### src/rtl/instruction_fetch_unit_if.sv
// rtl/instruction_fetch_unit_if.sv - fetch-stage bundle: imem request/response, decode handshake, branch redirect
// master = the fetch unit, slave = the memory / decode / branch-resolution side.
interface instruction_fetch_unit_if #(
  parameter int ADDR_W = 64
);
  logic              imem_req_valid;
  logic              imem_req_ready;
  logic [ADDR_W-1:0] imem_req_addr;
  logic              imem_rsp_valid;
  logic [31:0]       imem_rsp_data;
  logic              inst_valid;
  logic              inst_ready;
  logic [31:0]       inst;
  logic [ADDR_W-1:0] inst_pc;
  logic              br_valid;
  logic              br_taken;
  logic [ADDR_W-1:0] br_pc;
  logic [ADDR_W-1:0] br_offset;
  logic              halted;

  modport master (
    output imem_req_valid, imem_req_addr, inst_valid, inst, inst_pc, halted,
    input  imem_req_ready, imem_rsp_valid, imem_rsp_data, inst_ready,
           br_valid, br_taken, br_pc, br_offset
  );

  modport slave (
    input  imem_req_valid, imem_req_addr, inst_valid, inst, inst_pc, halted,
    output imem_req_ready, imem_rsp_valid, imem_rsp_data, inst_ready,
           br_valid, br_taken, br_pc, br_offset
  );
endinterface

### src/rtl/instruction_fetch_unit.sv
// rtl/instruction_fetch_unit.sv - LEGv8 fetch stage: PC, credit-limited imem requests, word FIFO, branch redirect
// Optional halt detection (HLT word stops fetching) is enabled by defining IFU_HALT_DETECT_EN.
module instruction_fetch_unit #(
  parameter int                ADDR_W   = 64,
  parameter logic [ADDR_W-1:0] RESET_PC = '0,
  parameter int                DEPTH    = 4
) (
  input logic                      clk,
  input logic                      rst_n,
  instruction_fetch_unit_if.master bus
);

  localparam int CW = $clog2(DEPTH + 1);
  localparam int PW = $clog2(DEPTH);
  localparam logic [CW:0] LP_DEPTH = (CW + 1)'(DEPTH);

`ifdef IFU_HALT_DETECT_EN
  localparam logic [31:0] HLT_WORD = 32'hD440_0000;
  typedef enum logic [1:0] {S_RUN = 2'd0, S_DRAIN = 2'd1, S_HALT = 2'd2} state_t;
`else
  typedef enum logic [1:0] {S_RUN = 2'd0, S_DRAIN = 2'd1} state_t;
`endif

  state_t            r_state;
  state_t            w_state_next;
  logic [ADDR_W-1:0] r_pc;
  logic [ADDR_W-1:0] r_rsp_pc;
  logic [CW-1:0]     r_outstanding;
  logic [CW-1:0]     r_drop_cnt;
  logic [CW-1:0]     r_count;
  logic [PW-1:0]     r_wptr;
  logic [PW-1:0]     r_rptr;
  logic [31:0]       r_mem_data [DEPTH];
  logic [ADDR_W-1:0] r_mem_pc   [DEPTH];
  logic              r_started;
  logic              r_halted;

  logic              w_redirect;
  logic [ADDR_W-1:0] w_target;
  logic              w_in_halt;
  logic [CW:0]       w_occupancy;
  logic              w_credit;
  logic              w_req_fire;
  logic              w_discard;
  logic              w_push;
  logic              w_pop;
  logic [CW-1:0]     w_out_next;
  logic [CW-1:0]     w_drop_next;

  assign w_redirect  = bus.br_valid & bus.br_taken;
  assign w_target    = bus.br_pc + (bus.br_offset << 2);
  assign w_occupancy = {1'b0, r_count} + {1'b0, r_outstanding};

  // r_started keeps imem_req_valid low while rst_n is asserted, even though the counters read as empty.
  assign w_credit   = r_started & ~w_redirect & ~w_in_halt & (w_occupancy < LP_DEPTH);
  assign w_req_fire = w_credit & bus.imem_req_ready;

  assign w_discard  = w_redirect | w_in_halt | (r_drop_cnt != '0);
  assign w_push     = bus.imem_rsp_valid & ~w_discard;
  assign w_pop      = bus.inst_valid & bus.inst_ready & ~w_redirect;
  assign w_out_next = r_outstanding + CW'(w_req_fire) - CW'(bus.imem_rsp_valid);

  always_comb begin
    w_drop_next = r_drop_cnt;
    if (w_redirect) begin
      w_drop_next = w_out_next;
    end else if (bus.imem_rsp_valid && r_drop_cnt != '0) begin
      w_drop_next = r_drop_cnt - CW'(1);
    end
  end

  always_comb begin
    w_state_next = r_state;
    w_in_halt    = 1'b0;
`ifdef IFU_HALT_DETECT_EN
    w_in_halt    = (r_state == S_HALT);
`endif
    if (w_redirect) begin
      w_state_next = (w_out_next != '0) ? S_DRAIN : S_RUN;
    end else begin
      case (r_state)
        S_DRAIN: if (w_drop_next == '0) w_state_next = S_RUN;
        default: w_state_next = r_state;
      endcase
`ifdef IFU_HALT_DETECT_EN
      if (w_push && bus.imem_rsp_data == HLT_WORD) w_state_next = S_HALT;
`endif
    end
  end

  always_ff @(posedge clk or negedge rst_n) begin
    if (!rst_n) begin
      r_state <= S_RUN;
    end else begin
      r_state <= w_state_next;
    end
  end

  always_ff @(posedge clk or negedge rst_n) begin
    if (!rst_n) begin
      r_started     <= 1'b0;
      r_pc          <= RESET_PC;
      r_rsp_pc      <= RESET_PC;
      r_outstanding <= '0;
      r_drop_cnt    <= '0;
    end else begin
      r_started     <= 1'b1;
      r_outstanding <= w_out_next;
      r_drop_cnt    <= w_drop_next;
      if (w_redirect) begin
        r_pc     <= w_target;
        r_rsp_pc <= w_target;
      end else begin
        if (w_req_fire) r_pc <= r_pc + ADDR_W'(4);
        if (w_push) r_rsp_pc <= r_rsp_pc + ADDR_W'(4);
      end
    end
  end

  // Word FIFO; a redirect flushes it in the same edge and overrides any pop.
  always_ff @(posedge clk or negedge rst_n) begin
    if (!rst_n) begin
      r_count <= '0;
      r_wptr  <= '0;
      r_rptr  <= '0;
      for (int i = 0; i < DEPTH; i++) begin
        r_mem_data[i] <= '0;
        r_mem_pc[i]   <= '0;
      end
    end else if (w_redirect) begin
      r_count <= '0;
      r_wptr  <= '0;
      r_rptr  <= '0;
    end else begin
      if (w_push) begin
        r_mem_data[r_wptr] <= bus.imem_rsp_data;
        r_mem_pc[r_wptr]   <= r_rsp_pc;
        r_wptr             <= r_wptr + PW'(1);
      end
      if (w_pop) r_rptr <= r_rptr + PW'(1);
      r_count <= r_count + CW'(w_push) - CW'(w_pop);
    end
  end

`ifdef IFU_HALT_DETECT_EN
  always_ff @(posedge clk or negedge rst_n) begin
    if (!rst_n) begin
      r_halted <= 1'b0;
    end else if (w_redirect) begin
      r_halted <= 1'b0;
    end else if (w_pop && w_in_halt && bus.inst == HLT_WORD) begin
      r_halted <= 1'b1;
    end
  end
`else
  assign r_halted = 1'b0;
`endif

  assign bus.imem_req_valid = w_credit;
  assign bus.imem_req_addr  = r_pc;
  assign bus.inst_valid     = (r_count != '0);
  assign bus.inst           = r_mem_data[r_rptr];
  assign bus.inst_pc        = r_mem_pc[r_rptr];
  assign bus.halted         = r_halted;

endmodule
### src/flat_wrapper.sv
// flat-port wrapper written by rule: the top's interface ports become plain ports
module instruction_fetch_unit_flat 
#(
  parameter int                ADDR_W   = 64,
  parameter logic [ADDR_W-1:0] RESET_PC = '0,
  parameter int                DEPTH    = 4
)
  (clk, rst_n, bus_imem_req_valid, bus_imem_req_addr, bus_inst_valid, bus_inst, bus_inst_pc, bus_halted, bus_imem_req_ready, bus_imem_rsp_valid, bus_imem_rsp_data, bus_inst_ready, bus_br_valid, bus_br_taken, bus_br_pc, bus_br_offset);
  instruction_fetch_unit_if #(.ADDR_W(ADDR_W)) bus_i ();
  input logic clk;
  input logic rst_n;
  output wire logic [$bits(bus_i.imem_req_valid)-1:0] bus_imem_req_valid;
  output wire logic [$bits(bus_i.imem_req_addr)-1:0] bus_imem_req_addr;
  output wire logic [$bits(bus_i.inst_valid)-1:0] bus_inst_valid;
  output wire logic [$bits(bus_i.inst)-1:0] bus_inst;
  output wire logic [$bits(bus_i.inst_pc)-1:0] bus_inst_pc;
  output wire logic [$bits(bus_i.halted)-1:0] bus_halted;
  input wire logic [$bits(bus_i.imem_req_ready)-1:0] bus_imem_req_ready;
  input wire logic [$bits(bus_i.imem_rsp_valid)-1:0] bus_imem_rsp_valid;
  input wire logic [$bits(bus_i.imem_rsp_data)-1:0] bus_imem_rsp_data;
  input wire logic [$bits(bus_i.inst_ready)-1:0] bus_inst_ready;
  input wire logic [$bits(bus_i.br_valid)-1:0] bus_br_valid;
  input wire logic [$bits(bus_i.br_taken)-1:0] bus_br_taken;
  input wire logic [$bits(bus_i.br_pc)-1:0] bus_br_pc;
  input wire logic [$bits(bus_i.br_offset)-1:0] bus_br_offset;
  assign bus_imem_req_valid = bus_i.imem_req_valid;
  assign bus_imem_req_addr = bus_i.imem_req_addr;
  assign bus_inst_valid = bus_i.inst_valid;
  assign bus_inst = bus_i.inst;
  assign bus_inst_pc = bus_i.inst_pc;
  assign bus_halted = bus_i.halted;
  assign bus_i.imem_req_ready = bus_imem_req_ready;
  assign bus_i.imem_rsp_valid = bus_imem_rsp_valid;
  assign bus_i.imem_rsp_data = bus_imem_rsp_data;
  assign bus_i.inst_ready = bus_inst_ready;
  assign bus_i.br_valid = bus_br_valid;
  assign bus_i.br_taken = bus_br_taken;
  assign bus_i.br_pc = bus_br_pc;
  assign bus_i.br_offset = bus_br_offset;
  instruction_fetch_unit #(.ADDR_W(ADDR_W), .RESET_PC(RESET_PC), .DEPTH(DEPTH)) u_core (.clk(clk), .rst_n(rst_n), .bus(bus_i));
endmodule
### config.mk
export PLATFORM = sky130hd
export DESIGN_NAME = instruction_fetch_unit_flat
export DESIGN_NICKNAME = d
export VERILOG_FILES = /design/src/rtl/instruction_fetch_unit_if.sv /design/src/rtl/instruction_fetch_unit.sv /design/src/flat_wrapper.sv
export SDC_FILE = /design/constraint.sdc
export NUM_CORES = 1
export LEC_CHECK = 0
export BUFFER_PORTS_ARGS = -buffer_cell sky130_fd_sc_hd__buf_2
export CORE_UTILIZATION = 54
export DETAILED_ROUTE_END_ITERATION = 8
export PLACE_DENSITY = 0.78
export SKIP_LAST_GASP = 1
export SYNTH_ARGS = -nofsm -noshare
export SYNTH_HDL_FRONTEND = slang
export SYNTH_SLANG_ARGS = --single-unit
### constraint.sdc
create_clock -name clk -period 3.1 [get_ports clk]
set_clock_uncertainty 0.15 [all_clocks]
set_input_delay 0 -clock clk [delete_from_list [all_inputs] [get_ports clk]]
set_output_delay 0 -clock clk [all_outputs]
set_load 0.02 [all_outputs]
==> results of run 1 <==
## flip-flops by register name (all words and copies together) (netlist names), 2 cells and up
signal                    flops
u_core.r_mem_pc             256
u_core.r_mem_data           128
u_core.bus.imem_req_addr     63
u_core.r_rsp_pc              63
u_core.r_count                3
u_core.r_drop_cnt             3
u_core.r_outstanding          3
u_core.r_rptr                 2
u_core.r_wptr                 2
## through the flow
step,area (um^2),hold WS [ns]
CTS,34200,0.00164
global placement,31400,-0.0898
floorplan,28400,-0.446
detailed placement,31400,-0.0781
global route,34400,0.0422
finish,34400,0.0134
## placed cells by master, fill, tap and decap left out, types with 73 or more instances in the layout
cell type | Yosys | final
buf_2 | 5 | 325
nand2_1 | 193 | 185
mux2_2 | 377 | 377
mux4_2 | 96 | 96
a21oi_1 | 191 | 191
ha_1 | 75 | 73
buf_4 | 6 | 130
xor2_1 | 75 | 75
dlygate4sd3_1 | 0 | 107
dfrtp_1 | 524 | 522
o21ai_0 | 82 | 79
nor2_1 | 124 | 123
## final timing paths
check                                                start                                        to  slack [ns]  cells after the start
max                            u_core.r_count[2]$_DFF_PN0_  u_core.bus.imem_req_addr[60]$_DFFE_PN0P_        0.06                     10
min                                          bus_br_pc[46]  u_core.bus.imem_req_addr[46]$_DFFE_PN0P_        0.01                      6
max reg2reg                    u_core.r_count[2]$_DFF_PN0_  u_core.bus.imem_req_addr[60]$_DFFE_PN0P_        0.06                     10
min reg2reg                u_core.r_mem_pc[61]$_DFFE_PN0P_           u_core.r_mem_pc[61]$_DFFE_PN0P_        0.33                      2
max in group asynchronous                            rst_n          u_core.r_mem_pc[243]$_DFFE_PN0P_        1.44                      4
min in group asynchronous                            rst_n        u_core.r_mem_data[117]$_DFFE_PN0P_        0.40                      3
## power groups by stage
stage,Clock (mW),Sequential (mW),Combinational (mW)
global route,6.76,10.7,11.3
floorplan,0,10.2,7.07
global placement,0,10.3,10.0
detailed placement,0,10.6,10.3
CTS,6.51,10.5,10.5
finish,6.42,10.5,10.6
## kinds of logic (layout without fill, tap and decap cells)
kind of cell | count (synthesis) | count (layout)
AOI/OAI and AO/OA | 439 | 439
xor gates and xnor gates | 137 | 137
adders and majority gates | 78 | 78
buffers and inverters | 189 | 705
DFF | 524 | 524
muxes | 487 | 487
other | 2 | 3
and+or+nand+nor | 585 | 585
## cell type report
type / instances / area (um^2) / share of cell area (%)
multi-input cells: 1728 / 14600 / 42.5
flip-flops and latches: 524 / 13100 / 38.2
repair buffers: 576 / 3940 / 11.5
clock buffers: 65 / 1420 / 4.13
well taps: 680 / 851 / 2.47
clock inverters: 26 / 313 / 0.910
inverters: 38 / 145 / 0.422
diodes: 1 / 2.50 / 0.00728
## timing repair
item | 4_1_cts | 5_1_grt
resized for setup | 2 | 38
buffers inserted | 0 | 6
hold buffers | 107 | 0
pin swaps | 0 | 19
endpoints found under the hold margin | 735 | 0
setup endpoints to repair | 15 | 43
## layer usage
metal / vias to the layer above / share of wire, % / wire, um / track usage [%]
met5: - / 0 / 0 / 0
met4: 0 / 3.9 / 3120 / 12.5
met3: 166 / 7.1 / 5720 / 5.23
met2: 844 / 48 / 38800 / 49.4
met1: 11200 / 41 / 32900 / 39.7
li1: 9887 / - / - / -
## worst register-to-register path: cells and delay by family, from the launching register on
family,cells,cell delay (ns)
AND/OR/NAND/NOR,5,1.24
AO/OA/AOI/OAI,2,0.65
flip-flops,1,0.40
adder cells (fa/ha/maj),1,0.31
buffers and inverters,1,0.10
XOR/XNOR,1,0.09
==> metrics.md, run 1 <==
| Metric | Value |
|---|---|
| Synthesized instance count | `between 2000 and 2500` |
| Setup repair after global routing missed its margin | `true` |
| Count of synthesis-stage warnings from yosys | `0` |
| Width of the die | `roughly 230 um` |
| Crit-path leading delay family | `simple AND/OR/NAND/NOR gates` |
| Net count of the mapped netlist | `2686` |
| Type of the tightest min-delay check | `in -> reg` |
| Top post-synthesis cells by count | `dfrtp_1 (524), mux2_2 (377), nand2_1 (193)` |
| Max transition margin | `48.3%` |
| Combinational family with the most area after synthesis | `multiplexers` |
| Setup total negative slack | `0 ns` |
| Maximum number of pins on one net before global-route repair | `90` |
| Post-detail-place hpwl | `~57 mm` |
| Relative contribution of the clock network to total power | `23.3%` |
| TritonCTS clock tree | `built` |
| EDFF count, synth | `0` |
| Die Y | `around 230 um` |
| Post-route antenna net violation count | `0` |
| Cell area after synthesis | `between 20000 and 30000 um^2` |
| Non-filler cells, final | `around 3600` |
| Standard cell with the maximum stage delay on the critical path | `or4b_4` |
| Global placer's final weighted congestion | `0.979` |
| Xor and xnor area share after synthesis | `around 4.2%` |
| Min setup slack post-route | `about 0.06 ns` |
| Cell type with the highest aggregate area in the netlist | `dfrtp_1` |
| Share of the yosys chip area belonging to registers | `a little under half` |
| Fin crit share | `98.1%` |
| Slew at the pin with the worst max-slew slack | `~0.77 ns` |
| Share of Yosys cell area claimed by the top area cell type | `46.2%` |
| Number of maximum-capacitance constraint violations | `0` |
| Core Area | `51600 um^2` |
| Worst-path maximum fanout | `5` |
| Async set or reset register ratio after synthesis | `between 90% and 100%` |
| Post-synth cell types | `89` |
| Synth Area in Simple Gates | `between 10% and 20%` |
| Internal power | `roughly 18 mW` |
| Initial core utilization | `between 50% and 60%` |
| Worst supply voltage drop on vdd | `440 uV` |
| Final standard cell utilization of the core | `roughly two thirds` |
| Number of setup violations in the final report | `0` |
| Flip-flop and latch count after synthesis | `524` |
| Top area cells in the synthesized netlist | `dfrtp_1 (46%), mux2_2 (15%), mux4_2 (7.6%)` |
| Startpoint types | `register` |
| WP data arrival | `3.37 ns` |
| Power density relative to cell area | `around 800 nW/um^2` |
| Number of clock buffers inserted by TritonCTS | `51` |
| Starting DRC count in detailed routing | `about 1700` |
| Max Freq | `329 MHz` |
| Clock latency on the worst-skew pair | `slightly below 0.6 ns` |
| Number of slew-limit violations in the final report | `0` |
| Vias per std cell | `between 6 and 7` |
| Final number of hold-violating endpoints | `0` |
| Net switching power figure | `9.80 mW` |
| Fraction of synthesized area in multiplexers | `between 20% and 30%` |
| Root cell of the clock tree | `clkbuf_16` |
| Largest stage delay on the critical path | `about 0.53 ns` |
| Number of search-and-repair iterations in the first detailed-routing pass | `6` |
| Run status | `complete, no violations` |
| Sequential group share of total power | `between 30% and 40%` |
| Synth Area in Compound Gates | `a little under a tenth` |
| Row Count | `slightly above 80` |
| Die Footprint | `~54000 um^2` |
| Leakage component of the power | `between 15 and 20 nW` |
| Data required time of the critical path | `approximately 3.4 ns` |
| Wirelength per Cell | `22.1 um` |
| Fraction of layout instances using a drive strength above 1 | `between 30% and 40%` |
| Clock input transition at the sequential cells of the worst setup and hold paths | `about 0.07 ns` |
| Dominant register cell in the synthesized netlist | `dfrtp_1` |
| Via count of the first global-routing pass | `between 20000 and 25000` |
| Switching part of the total | `a little over a third` |
| Number of clock sinks | `524` |
| Pwr Total | `27.5 mW` |
| Sum of routed wire length over all layers | `around 81 mm` |
| Count of buffers inserted at the top-level ports | `~330` |
| Most repeated cell in the gate-level netlist after synthesis | `dfrtp_1` |
| WS Path Type | `reg -> reg` |
| Tmin final | `between 3 and 4 ns` |
| Total buffers and inverters traversed by the critical path | `1` |
| Fin nets | `~3200` |
| Global route overflow | `0` |
| Post-route DRC violation count | `0` |
| IO Pins | `330` |
| Routed via count | `22100` |
| Combinational share of power | `between 30 and 40%` |
| Type of destination of the critical path | `register` |
| # H-tree levels | `2` |
| Avg Synthesized Cell Area | `about 12 um^2` |
| Adder-cell share of the synthesized area | `around 3.5%` |
| Worst slack, placed | `-0.145 ns` |
| Antenna violations before repair | `1` |
| Buffers from clock root to sink, at most | `3` |
| Number of cells in the design after placement | `around 3400` |
| Area growth, synth to finish | `21.1%` |
| Wire length of the first global-routing pass | `about 130 mm` |
| Cells along the critical path | `ha_1 > or4b_4 > a311oi_4 > nand2_4 > inv_4 > and3_4 > nand3_4 > nor3_4 > xnor2_2 > a2111oi_2` |
| Filler instances | `3704` |
| Global-route total usage across every layer | `~30%` |
(Power assumes the default switching activity.)
==> run 2: changes to the inputs <==
--- a/config.mk
+++ b/config.mk
@@ -8,6 +8,7 @@
 export BUFFER_PORTS_ARGS = -buffer_cell sky130_fd_sc_hd__buf_2
 export CORE_UTILIZATION = 54
 export DETAILED_ROUTE_END_ITERATION = 8
+export MAX_ROUTING_LAYER = met4
 export PLACE_DENSITY = 0.78
 export SKIP_LAST_GASP = 1
 export SYNTH_ARGS = -nofsm -noshare
==> run 2 against run 1 <==
Net effect: routed wire length about the same; die area unchanged; register-to-register slack about the same; cell count down 0.30%; clock power about the same; non-clock buffer count down 13; count of clock-buffer cells in the layout up 8; first-iteration DRC count down 0.34%; final area down 0.20%; critical path type unchanged; highest routed layer unchanged.
==> metrics.md, run 2 (synthesis gave the netlist of run 1 again) <==
| Metric | Value |
|---|---|
| Run status | `complete, no violations` |
| Type of destination of the critical path | `register` |
| Pwr Total | `27.5 mW` |
| Worst slack, placed | `-0.143 ns` |
| Min setup slack post-route | `roughly 0.048 ns` |
| Number of clock buffers inserted by TritonCTS | `51` |
| Setup total negative slack | `0 ns` |
| Relative contribution of the clock network to total power | `a little under a quarter` |
| Total buffers and inverters traversed by the critical path | `2` |
| Most used cells in the layout excluding fill and tap cells | `dfrtp_1 (522), mux2_2 (377), buf_2 (325), a21oi_1 (190), nand2_1 (186)` |
| Slew at the pin with the worst max-slew slack | `~0.75 ns` |
| Number of search-and-repair iterations in the first detailed-routing pass | `8` |
| Most common cell after layout, fill and taps aside | `dfrtp_1` |
| Leakage component of the power | `around 16 nW` |
| Buffers from clock root to sink, at most | `3` |
| Internal power | `roughly 18 mW` |
| TritonCTS clock tree | `built` |
| Via count of the first global-routing pass | `approximately 23000` |
| Fraction of layout instances using a drive strength above 1 | `between 30% and 40%` |
| Combinational share of power | `a little under two fifths` |
| Routed via count | `around 22000` |
| WS Path Type | `reg -> reg` |
| Global-route total usage across every layer | `between 30% and 40%` |
| Fin crit share | `between 90 and 100%` |
| Startpoint types | `register` |
| Sequential group share of total power | `between 30% and 40%` |
| Net switching power figure | `9.81 mW` |
| End point of the most critical hold path | `u_core.r_rsp_pc[24]$_DFFE_PN0P_` |
| Antenna violations before repair | `2` |
| Worst supply voltage drop on vdd | `528 uV` |
| Worst-path maximum fanout | `7` |
| Cells along the critical path | `ha_1 > or4b_4 > a311oi_4 > nand2_4 > inv_4 > buf_6 > ha_1 > fa_2 > xnor2_1 > xnor2_1 > nand2_1 > o21ai_0` |
| Type of the tightest min-delay check | `in -> reg` |
| Final standard cell utilization of the core | `66.5%` |
| Global route overflow | `0` |
| FF-to-FF End | `u_core.r_drop_cnt[2]$_DFFE_PN0P_` |
| Maximum number of pins on one net before global-route repair | `88` |
| Startpoint of the most critical register-to-register path | `u_core.r_outstanding[2]$_DFF_PN0_` |
| Final number of hold-violating endpoints | `0` |
| Max Freq | `between 300 and 400 MHz` |
| Wirelength per Cell | `around 22 um` |
| Standard cell with the maximum stage delay on the critical path | `or4b_4` |
| Post-route antenna net violation count | `0` |
| Width of the die | `231 um` |
| Max transition margin | `~50%` |
| Global placer's final weighted congestion | `approximately 0.98` |
| Flip-flop count of the largest register after layout | `~260` |
| Largest stage delay on the critical path | `about 0.50 ns` |
| Hold Path Origin | `bus_br_offset[21]` |
| Setup repair after global routing missed its margin | `true` |
| Fin nets | `around 3200` |
| Die Y | `around 230 um` |
| Clock latency on the worst-skew pair | `~0.58 ns` |
| WP data arrival | `3.40 ns` |
| Cells on worst reg2reg path | `12` |
| Number of setup violations in the final report | `0` |
| Clock input transition at the sequential cells of the worst setup and hold paths | `roughly 0.060 ns` |
| Crit-path leading delay family | `simple AND/OR/NAND/NOR gates` |
| Post-detail-place hpwl | `approximately 57 mm` |
| Area growth, synth to finish | `20.9%` |
| Tmin final | `~3.1 ns` |
| Post-route DRC violation count | `0` |
| Core Area | `approximately 52000 um^2` |
| Number of maximum-capacitance constraint violations | `0` |
| Number of clock sinks | `approximately 520` |
| Count of buffers inserted at the top-level ports | `~330` |
| Worst hold slack across all endpoints | `a little under 0.009 ns` |
| Root cell of the clock tree | `clkbuf_16` |
| Switching part of the total | `a little over a third` |
| Register-to-register setup slack | `just under 0.05 ns` |
| Sum of routed wire length over all layers | `80.5 mm` |
| Wire length of the first global-routing pass | `between 100 and 150 mm` |
| Power density relative to cell area | `803 nW/um^2` |
| # H-tree levels | `2` |
| Die Footprint | `53500 um^2` |
| Register bank with the most flops | `u_core.r_mem_pc` |
| Row Count | `83` |
| Initial core utilization | `55.0%` |
| Data required time of the critical path | `3.45 ns` |
| Worst hold path depth | `6` |
| Number of slew-limit violations in the final report | `0` |
| Largest regs | `u_core.r_mem_pc: 256 flops, u_core.r_mem_data: 128 flops` |
| IO Pins | `330` |
| Starting DRC count in detailed routing | `1743` |
| Vias per std cell | `between 6 and 7` |
==> run 2: cell type report <==
cell class              count  area [um^2]
clock buffers              73         1540
clock inverters            20          220
inverters                  38          145
multi-input cells        1728        14600
fillers                  3745        17300
flip-flops and latches    524        13100
repair buffers            563         3870
well taps                 680          851
diodes                      1         2.50
==> run 2: worst register-to-register path, delay by kind of cell, from the launching register on <==
kind,cells,cell delay [ns]
compound gates,2,0.44
simple gates,3,0.75
buf+inv,2,0.24
flops,1,0.39
xor+xnor,2,0.34
fa+ha+maj,3,0.67
==> run 2: what timing repair did <==
item	CTS	global route
pin swaps	0	14
buffers inserted	0	12
setup endpoints to repair	11	31
gates resized for setup	2	28
hold buffers	105	0
hold endpoints to repair	685	0
==> run 2: routing by layer <==
layer	part of all wire, %	global-route usage [%]
met5	0	-
met3	7.3	5.44
met1	41	39.7
met4	3.8	11.7
met2	48	49.6
==> run 2: worst max-delay path by stage <==
stage                                           start                                       end  slack [ns]  depth (start not counted)
floorplan                 u_core.r_count[2]$_DFF_PN0_  u_core.bus.imem_req_addr[47]$_DFFE_PN0P_      -0.007                         10
detailed placement        u_core.r_count[2]$_DFF_PN0_  u_core.bus.imem_req_addr[47]$_DFFE_PN0P_       -0.14                         10
global route         u_core.r_drop_cnt[0]$_DFFE_PN0P_           u_core.r_rsp_pc[60]$_DFFE_PN0P_       -0.03                         10
CTS                       u_core.r_count[2]$_DFF_PN0_  u_core.bus.imem_req_addr[60]$_DFFE_PN0P_       -0.04                         10
global placement          u_core.r_count[2]$_DFF_PN0_  u_core.bus.imem_req_addr[60]$_DFFE_PN0P_       -0.02                         10
finish              u_core.r_outstanding[2]$_DFF_PN0_          u_core.r_drop_cnt[2]$_DFFE_PN0P_        0.05                         12
==> run 2: power by group through the flow <==
stage | Clock (mW) | Sequential (mW) | Combinational (mW)
after global routing | 6.77 | 10.8 | 11.3
after global placement | 0 | 10.3 | 9.96
after CTS | 6.54 | 10.5 | 10.4
final | 6.43 | 10.6 | 10.5
after floorplan | 0 | 10.2 | 7.07
after detailed placement | 0 | 10.6 | 10.2
==> run 2: per-stage QoR <==
step           area, um^2  instances
2_1_floorplan       28400       2441
3_3_place_gp        31300       3416
3_5_place_dp        31300       3416
4_1_cts             34100       3614
5_1_grt             34300       3627
6_report            34300       3627
==> run 3: changes to the inputs <==
--- a/config.mk
+++ b/config.mk
@@ -6,10 +6,10 @@
 export NUM_CORES = 1
 export LEC_CHECK = 0
 export BUFFER_PORTS_ARGS = -buffer_cell sky130_fd_sc_hd__buf_2
-export CORE_UTILIZATION = 54
+export CORE_UTILIZATION = 55
 export DETAILED_ROUTE_END_ITERATION = 8
 export MAX_ROUTING_LAYER = met4
-export PLACE_DENSITY = 0.78
+export PLACE_DENSITY = 0.76
 export SKIP_LAST_GASP = 1
 export SYNTH_ARGS = -nofsm -noshare
 export SYNTH_HDL_FRONTEND = slang
==> constraint.sdc (replaced) <==
create_clock -name clk -period 3.6 [get_ports clk]
set_clock_uncertainty 0.15 [all_clocks]
set_input_delay 0 -clock clk [delete_from_list [all_inputs] [get_ports clk]]
set_output_delay 0 -clock clk [all_outputs]
set_load 0.02 [all_outputs]
==> run 3 against run 2 <==
Net effect: worst setup slack better by 0.093 ns; first-iteration DRC count down 12%; critical path type is now in -> reg; non-clock buffer count down 61.
==> metrics.md, run 3 (synthesis gave the netlist of run 1 again) <==
| Metric | Value |
|---|---|
| Sum of routed wire length over all layers | `between 70 and 80 mm` |
| Wire length of the first global-routing pass | `between 100 and 150 mm` |
| End point of the most critical hold path | `u_core.r_rsp_pc[40]$_DFFE_PN0P_` |
| Core Area | `between 50000 and 60000 um^2` |
| Initial core utilization | `56.1%` |
| Fraction of layout instances using a drive strength above 1 | `34.0%` |
| Largest regs | `u_core.r_mem_pc: 256 flops, u_core.r_mem_data: 128 flops` |
| Max transition margin | `36.8%` |
| TritonCTS clock tree | `built` |
| Number of setup violations in the final report | `0` |
| Run status | `complete, no violations` |
| Post-route cell area | `~34000 um^2` |
| Wirelength per Cell | `roughly 22 um` |
| Max Freq | `between 200 and 300 MHz` |
| Fin nets | `between 3000 and 4000` |
| Starting DRC count in detailed routing | `1532` |
| Register-to-register setup slack | `roughly 0.25 ns` |
| Startpoint of the most critical register-to-register path | `u_core.r_count[2]$_DFF_PN0_` |
| FF-to-FF End | `u_core.bus.imem_req_addr[60]$_DFFE_PN0P_` |
| Global placer's final weighted congestion | `between 0.9 and 1` |
| Data required time of the critical path | `~4 ns` |
| # H-tree levels | `2` |
| Maximum number of pins on one net before global-route repair | `roughly 100` |
| Worst-path maximum fanout | `3` |
| Die Footprint | `52500 um^2` |
| Register bank with the most flops | `u_core.r_mem_pc` |
| Width of the die | `229 um` |
| Total buffers and inverters traversed by the critical path | `4` |
| Antenna violations before repair | `0` |
| Post-route DRC violation count | `0` |
| Number of maximum-capacitance constraint violations | `0` |
| Hold Path Origin | `bus_br_pc[40]` |
| Die Y | `approximately 230 um` |
| Standard cell with the maximum stage delay on the critical path | `dlygate4sd3_1` |
| Type of destination of the critical path | `register` |
| Global-route total usage across every layer | `approximately a third` |
| Slew at the pin with the worst max-slew slack | `between 0.9 and 1 ns` |
| Row Count | `between 80 and 90` |
| Final number of hold-violating endpoints | `0` |
| Leakage component of the power | `about 16 nW` |
| Count of buffers inserted at the top-level ports | `approximately 330` |
| Global route overflow | `0` |
| WS Path Type | `in -> reg` |
| Area growth, synth to finish | `18.4%` |
| Tmin final | `3.46 ns` |
| Number of search-and-repair iterations in the first detailed-routing pass | `5` |
| Fin crit share | `between 90% and 100%` |
| Worst supply voltage drop on vdd | `around 370 uV` |
| Startpoint types | `primary input` |
| Via count of the first global-routing pass | `between 20000 and 25000` |
| Post-detail-place hpwl | `approximately 56 mm` |
| WP depth | `15` |
| Buffers from clock root to sink, at most | `3` |
| Clock latency on the worst-skew pair | `a little over 0.6 ns` |
| Total cell area at the placement stage | `about 30000 um^2` |
| Setup repair after global routing missed its margin | `false` |
| Post-route antenna net violation count | `0` |
| Crit-path leading delay family | `buffers and inverters` |
| Number of slew-limit violations in the final report | `0` |
| WP data arrival | `between 3 and 4 ns` |
| Routed via count | `21700` |
| Clock input transition at the sequential cells of the worst setup and hold paths | `0.06 ns` |
| Largest stage delay on the critical path | `between 0.6 and 0.7 ns` |
| Power density relative to cell area | `689 nW/um^2` |
| Number of clock buffers inserted by TritonCTS | `52` |
| Most common cell after layout, fill and taps aside | `dfrtp_1` |
| Worst hold path depth | `5` |
| Vias per std cell | `between 6 and 7` |
| Root cell of the clock tree | `clkbuf_16` |
| Setup total negative slack | `0 ns` |
| Flip-flop count of the largest register after layout | `about 260` |
| Cells on worst reg2reg path | `10` |
| Number of clock sinks | `~520` |
| Most used cells in the layout excluding fill and tap cells | `dfrtp_1 (522), mux2_2 (377), buf_2 (325), a21oi_1 (191), nand2_1 (188)` |
| Cells along the critical path | `dlygate4sd3_1 > buf_2 > ha_1 > fa_1 > a21o_1 > nand4_1 > a211oi_1 > o21ai_0 > nand3_1 > buf_4 > nand2_1 > o211ai_1 > xnor2_2 > dlygate4sd3_1 > o21ai_0` |
| IO Pins | `330` |
| Type of the tightest min-delay check | `in -> reg` |
[run 3: cell types whose count changed in the layout (fill, tap and decap cells not counted), sizes merged]
cell / delta
clkinvlp: -1
dlygate4sd3: +11
clkinv: -3
buf: -72
clkbuf: +6
inv: +1
bufinv: -2
diode: +1
[run 3: per-stage QoR]
stage | setup WS [ns] | cells | power [mW] | utilization (%) | hold slack [ns]
2_1_floorplan | 0.342 | 2441 | 14.8 | - | -0.446
3_3_place_gp | 0.366 | 3346 | 17.3 | 60.8 | -0.00995
3_5_place_dp | 0.283 | 3346 | 17.7 | 60.8 | 0.0154
4_1_cts | 0.0798 | 3557 | 23.2 | 66.4 | 0.0000672
5_1_grt | 0.00164 | 3558 | 24.3 | 66.4 | 0.0298
6_report | 0.141 | 3560 | 23.1 | 66.4 | 0.0284
[run 3: final cells by class]
| class | count | area [um^2] |
|---|---|---|
| Fill cell | 3761 | 17000 |
| Multi-Input combinational cell | 1728 | 14400 |
| Sequential cell | 524 | 13100 |
| Timing Repair Buffer | 502 | 3420 |
| Clock buffer | 79 | 1490 |
| Tap cell | 672 | 841 |
| Clock inverter | 15 | 150 |
| Inverter | 38 | 143 |
| Antenna cell | 2 | 5.00 |
[run 3: worst max-delay path by stage]
stage / from / end / slack, ns
global route: bus_br_pc[39] / u_core.r_rsp_pc[62]$_DFFE_PN0P_ / 0.002
finish: bus_br_pc[2] / u_core.r_rsp_pc[62]$_DFFE_PN0P_ / 0.14
floorplan: u_core.r_count[2]$_DFF_PN0_ / u_core.r_drop_cnt[1]$_DFFE_PN0P_ / 0.34
global placement: u_core.r_count[2]$_DFF_PN0_ / u_core.bus.imem_req_addr[60]$_DFFE_PN0P_ / 0.37
CTS: bus_br_pc[2] / u_core.r_rsp_pc[62]$_DFFE_PN0P_ / 0.08
detailed placement: u_core.r_count[2]$_DFF_PN0_ / u_core.bus.imem_req_addr[60]$_DFFE_PN0P_ / 0.28
[run 3: worst reg2reg max path: stages (launching register included)]
cell	delay [ns]
dfrtp_1	0.41
ha_1	0.30
or4b_1	0.52
a311oi_2	0.22
nand2_1	0.33
inv_1	0.29
and3_1	0.24
nand3_2	0.16
nor3_2	0.16
xnor2_1	0.10
a2111oi_2	0.35
[run 3: per-layer routing]
metal	vias up	GRT usage (%)	part of all wire (%)	routed length [um]
met4	0	9.65	2.9	2290
met1	11000	41.3	42	33600
met3	136	5.60	6.8	5430
met5	-	-	0	0
li1	9756	-	-	-
met2	758	50.1	48	38100
[run 3: report_power, final]
part	total, mW	switching [mW]	internal [mW]
Sequential	9.31	1.60	7.71
Clock	5.27	2.27	3.00
Combinational	8.57	4.44	4.13
Total	23.1	8.30	14.8
[run 3: timing repair]
item | CTS | global route
resized for setup | 0 | 2
hold endpoints to repair | 320 | 0
hold buffers | 117 | 0
setup buffers | 0 | 1
endpoints found under the setup margin | 0 | 1
